$ cat src/rtl/matrix_mult_pkg.sv
// Shared definitions for the matrix multiply scheduler and its MAC datapath.
// Holds the default geometry, the address-width helper, and the FSM state type.
package matrix_mult_pkg;

  localparam int MAX_SIZE_DEF = 10;
  localparam int DATA_W_DEF   = 32;

  // Width needed to address every element of a MAX_SIZE x MAX_SIZE matrix.
  function automatic int addr_w(input int max_size);
    int w;
    w = $clog2(max_size * max_size);
    return (w < 1) ? 1 : w;
  endfunction

  // Width of a loop counter that walks 0..max_size-1 and may step one past.
  function automatic int cnt_w(input int max_size);
    int w;
    w = $clog2(max_size + 1);
    return (w < 1) ? 1 : w;
  endfunction

  typedef enum logic [2:0] {
    IDLE,
    RUN,
    DRAIN,
    FIN,
    ERR
  } state_t;

endpackage

$ cat src/rtl/mac_unit.sv
// Registered multiply-accumulate stage.
// Ports:
//   clk, rst_n  - clock and asynchronous active-low reset
//   clear       - drops the current operand so nothing is accumulated or flagged
//   a, b        - operands; product truncated to DATA_W, unsigned
//   first       - restart the running sum with this product
//   valid       - operands are meaningful this cycle
//   acc         - running sum (modulo 2^DATA_W)
//   acc_valid   - acc was updated on the last edge
module mac_unit
  import matrix_mult_pkg::*;
#(
  parameter int DATA_W = DATA_W_DEF
) (
  input  logic              clk,
  input  logic              rst_n,
  input  logic              clear,
  input  logic [DATA_W-1:0] a,
  input  logic [DATA_W-1:0] b,
  input  logic              first,
  input  logic              valid,
  output logic [DATA_W-1:0] acc,
  output logic              acc_valid
);

  logic [DATA_W-1:0] base;
  logic              take;

  assign base = first ? '0 : acc;
  assign take = valid && !clear;

  // Accumulate only on valid operands so idle cycles leave the sum intact.
  always_ff @(posedge clk or negedge rst_n) begin
    if (!rst_n) begin
      acc       <= '0;
      acc_valid <= 1'b0;
    end else begin
      acc_valid <= take;
      if (take) begin
        acc <= base + a * b;
      end
    end
  end

endmodule

$ cat src/rtl/matrix_mult_scheduler.sv
// Sequential C = A x B controller: one MAC per cycle over an i/j/k loop nest,
// reading A and B from synchronous-read memories and writing each C element.
// Ports:
//   clk, rst_n               - clock and asynchronous active-low reset
//   start, matrix_size       - job request and its dimension N
//   abort                    - cancel a running job
//   busy, done, err          - job status
//   a_rd_* / b_rd_*          - operand memory read ports (data 1 cycle after en)
//   c_wr_*                   - result memory write port
module matrix_mult_scheduler
  import matrix_mult_pkg::*;
#(
  parameter int MAX_SIZE = MAX_SIZE_DEF,
  parameter int DATA_W   = DATA_W_DEF,
  parameter int ADDR_W   = addr_w(MAX_SIZE)
) (
  input  logic              clk,
  input  logic              rst_n,
  input  logic              start,
  input  logic [31:0]       matrix_size,
  input  logic              abort,
  output logic              busy,
  output logic              done,
  output logic              err,
  output logic              a_rd_en,
  output logic [ADDR_W-1:0] a_rd_addr,
  input  logic [DATA_W-1:0] a_rd_data,
  output logic              b_rd_en,
  output logic [ADDR_W-1:0] b_rd_addr,
  input  logic [DATA_W-1:0] b_rd_data,
  output logic              c_wr_en,
  output logic [ADDR_W-1:0] c_wr_addr,
  output logic [DATA_W-1:0] c_wr_data
);

  localparam int                CNT_W      = cnt_w(MAX_SIZE);
  localparam logic [ADDR_W-1:0] ROW_STRIDE = ADDR_W'(MAX_SIZE);

  state_t            state, state_nxt;
  logic [CNT_W-1:0]  n_m1, i_cnt, j_cnt, k_cnt;
  logic              drain_cnt;
  logic              n_valid, issue, kill, last_issue;
  logic [ADDR_W-1:0] c_issue_addr;
  logic              s1_valid, s1_first, s1_last, s2_last;
  logic [ADDR_W-1:0] s1_addr, s2_addr;
  logic [DATA_W-1:0] acc;
  logic              acc_valid;

  // The full 32-bit size is compared so stray upper bits mark the job invalid.
  assign n_valid    = (matrix_size != 32'd0) && (matrix_size <= 32'(MAX_SIZE));
  assign issue      = (state == RUN);
  assign kill       = abort && ((state == RUN) || (state == DRAIN));
  assign last_issue = issue && (i_cnt == n_m1) && (j_cnt == n_m1) && (k_cnt == n_m1);

  // State register.
  always_ff @(posedge clk or negedge rst_n) begin
    if (!rst_n) begin
      state <= IDLE;
    end else begin
      state <= state_nxt;
    end
  end

  // Next-state logic; DRAIN holds two cycles so the last product reaches C.
  always_comb begin
    state_nxt = state;
    case (state)
      IDLE:    if (start) state_nxt = n_valid ? RUN : ERR;
      RUN:     if (kill) state_nxt = IDLE;
               else if (last_issue) state_nxt = DRAIN;
      DRAIN:   if (kill) state_nxt = IDLE;
               else if (drain_cnt) state_nxt = FIN;
      FIN:     state_nxt = IDLE;
      ERR:     state_nxt = IDLE;
      default: state_nxt = IDLE;
    endcase
  end

  // Latched size and the k-innermost loop counters.
  always_ff @(posedge clk or negedge rst_n) begin
    if (!rst_n) begin
      n_m1      <= '0;
      i_cnt     <= '0;
      j_cnt     <= '0;
      k_cnt     <= '0;
      drain_cnt <= 1'b0;
    end else begin
      if ((state == IDLE) && start && n_valid) begin
        n_m1  <= CNT_W'(matrix_size - 32'd1);
        i_cnt <= '0;
        j_cnt <= '0;
        k_cnt <= '0;
      end else if (issue) begin
        if (k_cnt == n_m1) begin
          k_cnt <= '0;
          if (j_cnt == n_m1) begin
            j_cnt <= '0;
            i_cnt <= i_cnt + 1'b1;
          end else begin
            j_cnt <= j_cnt + 1'b1;
          end
        end else begin
          k_cnt <= k_cnt + 1'b1;
        end
      end
      drain_cnt <= (state == DRAIN) ? ~drain_cnt : 1'b0;
    end
  end

  assign a_rd_en      = issue;
  assign b_rd_en      = issue;
  assign a_rd_addr    = issue ? ADDR_W'(i_cnt) * ROW_STRIDE + ADDR_W'(k_cnt) : '0;
  assign b_rd_addr    = issue ? ADDR_W'(k_cnt) * ROW_STRIDE + ADDR_W'(j_cnt) : '0;
  assign c_issue_addr = ADDR_W'(i_cnt) * ROW_STRIDE + ADDR_W'(j_cnt);

  // Tags travel alongside the read so they line up with the returning data
  // (stage 1) and with the finished sum (stage 2). Abort drops the in-flight read.
  always_ff @(posedge clk or negedge rst_n) begin
    if (!rst_n) begin
      s1_valid <= 1'b0;
      s1_first <= 1'b0;
      s1_last  <= 1'b0;
      s1_addr  <= '0;
      s2_last  <= 1'b0;
      s2_addr  <= '0;
    end else begin
      s1_valid <= issue && !kill;
      s1_first <= (k_cnt == '0);
      s1_last  <= (k_cnt == n_m1);
      s1_addr  <= c_issue_addr;
      s2_last  <= s1_last;
      s2_addr  <= s1_addr;
    end
  end

  // Clearing on abort keeps a product already in stage 1 from becoming a write.
  mac_unit #(.DATA_W(DATA_W)) u_mac (
    .clk       (clk),
    .rst_n     (rst_n),
    .clear     (kill),
    .a         (a_rd_data),
    .b         (b_rd_data),
    .first     (s1_first),
    .valid     (s1_valid),
    .acc       (acc),
    .acc_valid (acc_valid)
  );

  assign c_wr_en   = acc_valid && s2_last;
  assign c_wr_addr = c_wr_en ? s2_addr : '0;
  assign c_wr_data = c_wr_en ? acc : '0;

  assign busy = (state == RUN) || (state == DRAIN);
  assign done = (state == FIN) || (state == ERR);
  assign err  = (state == ERR);

endmodule

$ cat config.mk
export PLATFORM = sky130hd
export DESIGN_NAME = matrix_mult_scheduler
export DESIGN_NICKNAME = d
export VERILOG_FILES = /design/src/rtl/matrix_mult_pkg.sv /design/src/rtl/mac_unit.sv /design/src/rtl/matrix_mult_scheduler.sv
export SDC_FILE = /design/constraint.sdc
export NUM_CORES = 1
export LEC_CHECK = 0
export ABC_AREA = 1
export ABC_CLOCK_PERIOD_IN_PS = 8600
export CORE_MARGIN = 8
export CORE_UTILIZATION = 35
export DETAILED_ROUTE_END_ITERATION = 16
export PLACE_DENSITY_LB_ADDON = 0.25
export SLEW_MARGIN = 20
export SYNTH_ARGS = -nofsm -noshare
export SYNTH_HDL_FRONTEND = slang
export SYNTH_SLANG_ARGS = --single-unit
$ cat constraint.sdc
create_clock -name clk -period 8.6 [get_ports clk]
set_clock_uncertainty 0.1 [all_clocks]
set_input_delay 1.72 -clock clk [delete_from_list [all_inputs] [get_ports clk]]
set_output_delay 1.72 -clock clk [all_outputs]
set_load 0.01 [all_outputs]
### After elaboration in Yosys (flattened, before gate mapping)

Index checks and enable logic that the tools add are counted.

| storage, ports and cells | value |
|---|---|
| flip-flop bits (word level) | 71 |
| bits of input ports | 100 |
| word-level logic and storage cells | 83 |

| operators by class | value |
|---|---|
| $add $sub $neg | 8 |
| multipliers | 3 |
| $lt $le $gt $ge | 1 |
| eq/ne operators | 10 |
| multiplexer cells | 24 |
| bitwise operators | 1 |
| reductions and logical operators | 22 |

Operators by type and width:

| kind | number |
|---|---|
| $mux W32 | 2 |
| $mux W4 | 11 |
| $add A32 B32 Y32 | 1 |
| $le A32 B4 Y1 const B | 1 |
| $mul A32 B32 Y32 | 1 |
| $reduce_bool A32 Y1 | 1 |
| $add A7 B4 Y7 | 3 |
| $mux W7 | 3 |
| $mux W3 | 6 |
| $add A4 B1 Y4 const B | 3 |
| $eq A4 B4 Y1 | 3 |
| $mul A4 B3 Y6 const B | 2 |
| $logic_and A1 B1 Y1 | 10 |
| $pmux W3 S3 | 1 |
| $eq A3 B2 Y1 const B | 2 |
| $reduce_and A3 Y1 | 2 |
| $reduce_bool A2 Y1 | 3 |
| $logic_not A4 Y1 | 1 |
| $sub A4 B1 Y4 const B | 1 |
| $eq A3 B1 Y1 const B | 1 |
| $eq A3 B3 Y1 const B | 1 |
| $logic_not A3 Y1 | 1 |
| $ne A3 B1 Y1 const B | 1 |
| $ne A3 B2 Y1 const B | 1 |
| 6 further kinds | 7 |

### Longest topological paths before layout

Gate-level depths: netlist (run 1).

| logic depth | value |
|---|---|
| depth after elaboration | 7 |
| depth in mapped cells | 35 |
| depth with buffers taken out | 33 |

### Cells and area by module

Synthesis (run 1) repeated with hierarchy kept, for this count alone.

| unflattened totals | value |
|---|---|
| cell total of the unflattened synthesis | 3,065 |
| area total of the unflattened synthesis | 22,451.5 um^2 |

By module, submodules not included:

| module | instances | cells an instance | area each (um^2) |
|---|---|---|---|
| mac_unit | 1 | 2,669 | 19,567.5 |
| matrix_mult_scheduler | 1 | 396 | 2,884.0 |

### Worst setup path after synthesis (run 1)

No wires, ideal clock.

| path | value |
|---|---|
| path kind | in2reg |
| start | input port a_rd_data[12] |
| end | register u_mac.acc[31] |
| data arrival time | 7.871 ns |
| setup slack | 0.511 ns |
| cell stages on the path | 30 |
| path buffers | 2 |
| cell sequence | clkbuf_1 -> buf_1 -> nand2_1 -> fa_1 -> inv_1 -> fa_1 -> inv_1 -> fa_1 -> inv_1 -> fa_1 -> inv_1 -> fa_1 -> fa_1 -> fa_1 -> fa_1 -> inv_1 -> ha_1 -> nand2_1 -> nor2_1 -> nand2_1 -> nor4_1 -> nand2_1 -> inv_1 -> nor2_1 -> nand3_1 -> nand2_1 -> inv_1 -> nand3_1 -> nand3_1 -> nand2_1 |

| on the way | value |
|---|---|
| longest elaborated chain between the ends | 2 |

RTL lines:

| what | line | text |
|---|---|---|
| start: declaration | matrix_mult_scheduler.sv:27 | `input logic [DATA_W-1:0] a_rd_data,` |
| $mul A32 B32 Y32 | mac_unit.sv:40 | `acc <= base + a * b;` |
| $add A32 B32 Y32 | mac_unit.sv:40 |  |
| end signal: assignment | mac_unit.sv:40 |  |
| end: declaration | mac_unit.sv:22 | `output logic [DATA_W-1:0] acc,` |

Every way passes these cells.
A chain may end at the register's enable or synchronous reset.

### Worst setup path in the final report (run 1)

| path | value |
|---|---|
| start | input port a_rd_data[18] |
| end | register u_mac.acc[31] |

The elaborated chain is that of the path after synthesis.

==> impl_metrics.py, run 1 <==
metrics = {
    "setup_path": {
        "path_max_fanout": 10,
        "crit_type": "primary input to register",
        "max_stage_delay_ns": 0.62,
        "path_common_cell": "fa_1",
        "arrival_ns": 8.46,
        "critical_path_required_ns": 8.74,
        "end_kind": "register",
        "critical_path.slowest_cell": "fa_1",
        "rrSetupSlack_ns": 1.24,
        "critPathLaunchType": "primary input",
    },
    "floorplanning": {
        "io_pins": 159,
        "core_area_um2": 61700,
        "dieArea_um2": 70700,
        "fp.dieH_um": 266,
        "die_w_um": 266,
        "fp-row-count": 91,
        "initial_utilization_pct": 35.4,
    },
    "clock_network": {
        "postCtsSetupRepairBufs": 0,
        "ctsHtreeMaxLevel": 3,
        "numCtsBuffers": 9,
        "cts_max_path_buffers": 2,
        "cts_tree": "done",
        "cts_hold_buf": 0,
        "clk_transition_reported_paths_ns": 0.07,
        "clockRootBuffer": "clkbuf_16",
        "cts_sinks": 71,
        "insertion_delay_ns": 0.34,
        "cts_resized": 0,
    },
    "logic_synthesis": {
        "ys_ff_latch": 71,
        "synth_edf_count": 0,
        "yosysMostFrequentCell": "inv_1",
        "synth.yosys.seq_area_share_pct": 8.13,
        "yosysUniqueCellTypes": 50,
        "synth_area_per_cell_um2": 7.45,
        "syn_area_um2": 21900,
        "synthCells": 2934,
        "synth_flop_cell": "dfrtp_1",
        "ys_top_cells_by_area": "fa_1 41%, inv_1 16%, nand2_1 13%",
        "synthTopCellsByCount": "957 x inv_1, 760 x nand2_1, 443 x fa_1",
        "yosys_warnings": 0,
        "yosys.area.top_type": "fa_1",
        "syn-num-nets": 3622,
        "synth_top_area_share_pct": 40.6,
        "synthArstFlopShare_pct": 100,
    },
    "routing": {
        "wl_per_cell_um": 14.6,
        "final_antenna_net_count": 0,
        "wl_um": 58500,
        "drtIter0Drc": 837,
        "drc": 0,
        "dr.pass1.iters": 5,
        "vias": 17300,
        "drt-vias-per-instance": 4.34,
    },
    "sta": {
        "drv_slew": 0,
        "period_share_pct": 96.8,
        "tightest_slew_ns": 0.948,
        "tns_ns": 0,
        "setup_violations": 0,
        "period_minus_slack_ns": 8.32,
        "fmax_mhz": 120,
        "hold_viol": 0,
        "max-slew-margin-rel_pct": 36.8,
    },
    "placement": {
        "dp_hpwl_um": 51300,
        "port_buffers": 158,
        "place.gp.congestion": 0.857,
    },
    "grt": {
        "grt_antenna_before_repair": 0,
        "grt_usage_pct": 17.2,
        "grt_pass1_wl_um": 98400,
        "grt_pass1_vias": 18300,
        "grt_max_degree": 72,
        "grt-ovfl-total": 0,
    },
    "cells_and_area": {
        "drive_gt1_share_pct": 7.29,
        "nNetsFinal": 3839,
        "syn_to_final_growth_pct": 19.4,
        "diodes": 0,
    },
    "flow_run": {
        "cap_viol_max_count": 0,
    },
    "status": {
        "status": "finished clean",
    },
    "min_path": {
        "hp-class": "register to register",
    },
}
## critical path, delay by kind of cell
family / cells / cell delay, ns
buffers and inverters: 10 / 1.14
and+or+nand+nor: 12 / 1.09
adders and majority gates: 9 / 4.49
## per-stage QoR
step / setup slack, ns / instance area (µm²) / hold slack [ns] / util [%] / cells
after floorplan: 0.511 / 21900 / 0.231 / - / 2934
after global placement: -0.149 / 25700 / 0.233 / 41.6 / 3977
after detailed placement: -0.117 / 25700 / 0.236 / 41.6 / 3977
after CTS: 0.202 / 26000 / 0.250 / 42.2 / 3993
after global routing: -0.0183 / 26100 / 0.260 / 42.3 / 3993
final: 0.279 / 26100 / 0.245 / 42.3 / 3993
## registers in the layout, summed over array words and instances (netlist names)
name / flops
s1_last: 1
k_cnt: 4
i_cnt: 4
drain_cnt: 1
state: 3
n_m1: 4
u_mac.acc_valid: 1
s1_addr: 7
s2_addr: 7
s1_valid: 1
j_cnt: 4
u_mac.acc: 32
s1_first: 1
s2_last: 1
## per-layer routing
metal / track usage (%) / wire [µm]
met1: 24.7 / 28100
met4: 2.26 / 651
met5: 0 / 0
met3: 2.45 / 2880
met2: 28.1 / 26800
## final cells by class
| cell class | count | area (µm²) |
|---|---|---|
| fill | 6379 | 35600 |
| multi-input combinational | 1783 | 16100 |
| inverter | 960 | 3600 |
| timing repair buffer | 326 | 3290 |
| sequential | 71 | 1780 |
| tap | 837 | 1050 |
| clock buffer | 9 | 225 |
| clock inverter | 7 | 103 |
## cells by family (layout without fill, tap and decap cells)
logic type,after synthesis,in the layout,synth area share (%)
adders and majority gates,588,588,48.9
xor gates and xnor gates,49,49,1.96
DFF,71,71,8.13
buffers and inverters,1080,1302,18.8
AOI/OAI and AO/OA,145,145,3.67
and+or+nand+nor,1001,1001,18.5
## placed cells by master (no fill, tap or decap), drive strengths merged, types with 4 or more instances in the layout
cell type / count
dfrtp: 71
a21oi: 52
nor2: 116
fa: 443
o21ai: 65
ha: 145
buf: 169
o22ai: 6
nor4: 10
inv: 962
a21o: 4
nor3: 11
clkbuf: 9
o21bai: 5
nand4: 11
nand2: 766
xnor2: 19
nand3: 66
a31oi: 8
clkdlybuf4s50: 156
xor2: 30
nand3b: 7
or2: 9
## final timing paths
check                                end  depth (start not counted)           from
setup / recovery           u_mac.acc[31]                         31  a_rd_data[18]
hold / removal                s2_addr[2]                          0     s1_addr[2]
setup reg to reg           u_mac.acc[28]                         26       s1_first
hold reg to reg               s2_addr[2]                          0     s1_addr[2]
max in group asynchronous       j_cnt[3]                          1          rst_n
min in group asynchronous     s2_addr[6]                          1          rst_n
Power of run 1 is not shown: default switching activity piles up to over one toggle a cycle in this logic, so the estimate is an artifact.
==> run 2, diff against run 1 <==
- GPL_TIMING_DRIVEN: not set -> 0
==> run 2 against run 1 <==
Against the previous run: global-route usage grew 3.3 points; cell area shrank 4.4%; worst setup slack lost 0.036 ns; worst hold slack gained 0.0022 ns; die area is the same; register-to-register slack lost 0.39 ns; routed wire length grew 21%; final cell count shrank 1.8%; first-iteration DRC count grew 73%; largest cell class unchanged.
==> impl_metrics.py, run 2 (synthesis results as in run 1) <==
metrics = {
    "clock_network": {
        "clockRootBuffer": "clkbuf_16",
        "cts_sinks": 71,
        "numCtsBuffers": 9,
        "ctsHtreeMaxLevel": 3,
        "clk_transition_reported_paths_ns": 0.06,
        "insertion_delay_ns": 0.35,
        "cts_tree": "done",
        "cts_max_path_buffers": 2,
        "cts_hold_buf": 0,
    },
    "setup_path": {
        "critPathLaunchType": "primary input",
        "critical_path.slowest_cell": "fa_2",
        "path_buf_inv": 7,
        "critical_path_required_ns": 8.74,
        "path_depth": 27,
        "path_max_fanout": 10,
        "path_common_cell": "fa_1",
        "end_kind": "register",
        "max_stage_delay_ns": 0.70,
        "worstRegToRegCells": 32,
        "cp_top_family": "adder cells",
        "crit_type": "primary input to register",
        "arrival_ns": 8.50,
    },
    "placement": {
        "port_buffers": 133,
        "place.gp.congestion": 0.911,
        "place_ws_ns": -1.63,
        "dp_hpwl_um": 61100,
        "placed_cell_area_um2": 24300,
    },
    "cells_and_area": {
        "ff_latch_area_um2": 1780,
        "design_area_um2": 25000,
        "largest_register_ffs": 32,
        "nNetsFinal": 3767,
        "top_register": "u_mac.acc",
        "fill_cells": 6531,
        "drive_gt1_share_pct": 6.13,
        "final_common_cell": "inv_1",
        "syn_to_final_growth_pct": 14.2,
        "most-common-layout-cells": "956 x inv_1, 759 x nand2_1, 440 x fa_1",
        "multiInputGateArea_um2": 16100,
        "final_core_util_pct": 40.5,
        "reg_top3": "u_mac.acc: 32 flops, s1_addr: 7 flops, s2_addr: 7 flops",
    },
    "status": {
        "status": "finished clean",
    },
    "flow_run": {
        "cap_viol_max_count": 0,
    },
    "routing": {
        "wl_um": 71000,
        "vias": 17900,
        "final_antenna_net_count": 0,
        "drc": 0,
        "drtIter0Drc": 1447,
        "drt-vias-per-instance": 4.56,
        "dr.pass1.iters": 6,
        "wl_per_cell_um": 18.1,
    },
    "grt": {
        "grt_pass1_vias": 18900,
        "grt-ovfl-total": 0,
        "grt_antenna_before_repair": 2,
        "grtUsageMet2_pct": 32.8,
        "grt_pass1_wl_um": 111000,
        "grt_usage_pct": 20.5,
        "grt-busiest-layer": "met2",
        "use_met1_pct": 28.0,
        "grt_use_met3_pct": 4.42,
        "grt_max_degree": 49,
    },
    "min_path": {
        "worstHoldPathCells": 0,
        "hp-class": "register to register",
    },
    "floorplanning": {
        "dieArea_um2": 70700,
        "die_w_um": 266,
        "fp.dieH_um": 266,
        "fp-row-count": 91,
        "initial_utilization_pct": 35.4,
        "core_area_um2": 61700,
        "io_pins": 159,
    },
    "sta": {
        "tightest_slew_ns": 0.809,
        "max-slew-margin-rel_pct": 46.1,
        "hold_viol": 0,
        "period_share_pct": 97.2,
        "period_minus_slack_ns": 8.36,
        "setup_violations": 0,
        "tns_ns": 0,
        "setup_ws_ns": 0.242,
        "fmax_mhz": 120,
        "drv_slew": 0,
    },
}
run 2: cell types whose count changed in the layout (fill, tap and decap cells not counted), sizes merged:
| cell | before | now |
|---|---|---|
| clkbuf | 9 | 71 |
| diode | 0 | 1 |
| clkinvlp | 1 | 2 |
| dlymetal6s2s | 1 | 10 |
| inv | 962 | 961 |
| buf | 169 | 72 |
| dlygate4sd2 | 0 | 1 |
| bufinv | 2 | 1 |
| clkdlybuf4s50 | 156 | 109 |
| clkdlybuf4s15 | 0 | 1 |
run 2: repair_timing:
action,4_1_cts,5_1_grt
resized for setup,115,167
endpoints found under the setup margin,18,10
pin swaps,5,9
cloned,0,0
setup buffers,1,5
run 2: area by class of cell:
cell class | instances | share of cell area [%]
timing repair buffer | 140 | 5.51
clock buffer | 10 | 0.917
sequential | 71 | 7.12
clock inverter | 6 | 0.271
antenna | 1 | 0.0100
multi-input combinational | 1783 | 64.4
tap | 837 | 4.20
inverter | 960 | 14.4
buffer | 114 | 3.18
run 2: per-layer routing:
| metal | share of wire (%) | routed length [µm] |
|---|---|---|
| met5 | 0.041 | 29 |
| met2 | 45 | 31700 |
| met3 | 8.2 | 5860 |
| met4 | 3.0 | 2150 |
| met1 | 44 | 31300 |
run 2: worst paths after layout:
kind | startpoint | end | slack [ns]
min in group asynchronous | rst_n | k_cnt[1] | 1.18
setup reg to reg | s1_first | u_mac.acc[31] | 0.85
max in group asynchronous | rst_n | u_mac.acc_valid | 6.67
hold reg to reg | s1_last | s2_last | 0.25
hold / removal | s1_last | s2_last | 0.25
setup / recovery | a_rd_data[21] | u_mac.acc[31] | 0.24
run 2: through the flow:
stage	hold WS, ns	cells
3_3_place_gp	0.234	3904
4_1_cts	0.248	3916
5_1_grt	0.254	3921
3_5_place_dp	0.235	3905
6_report	0.247	3922
2_1_floorplan	0.231	2934
Power of run 2 is left out for the same reason.
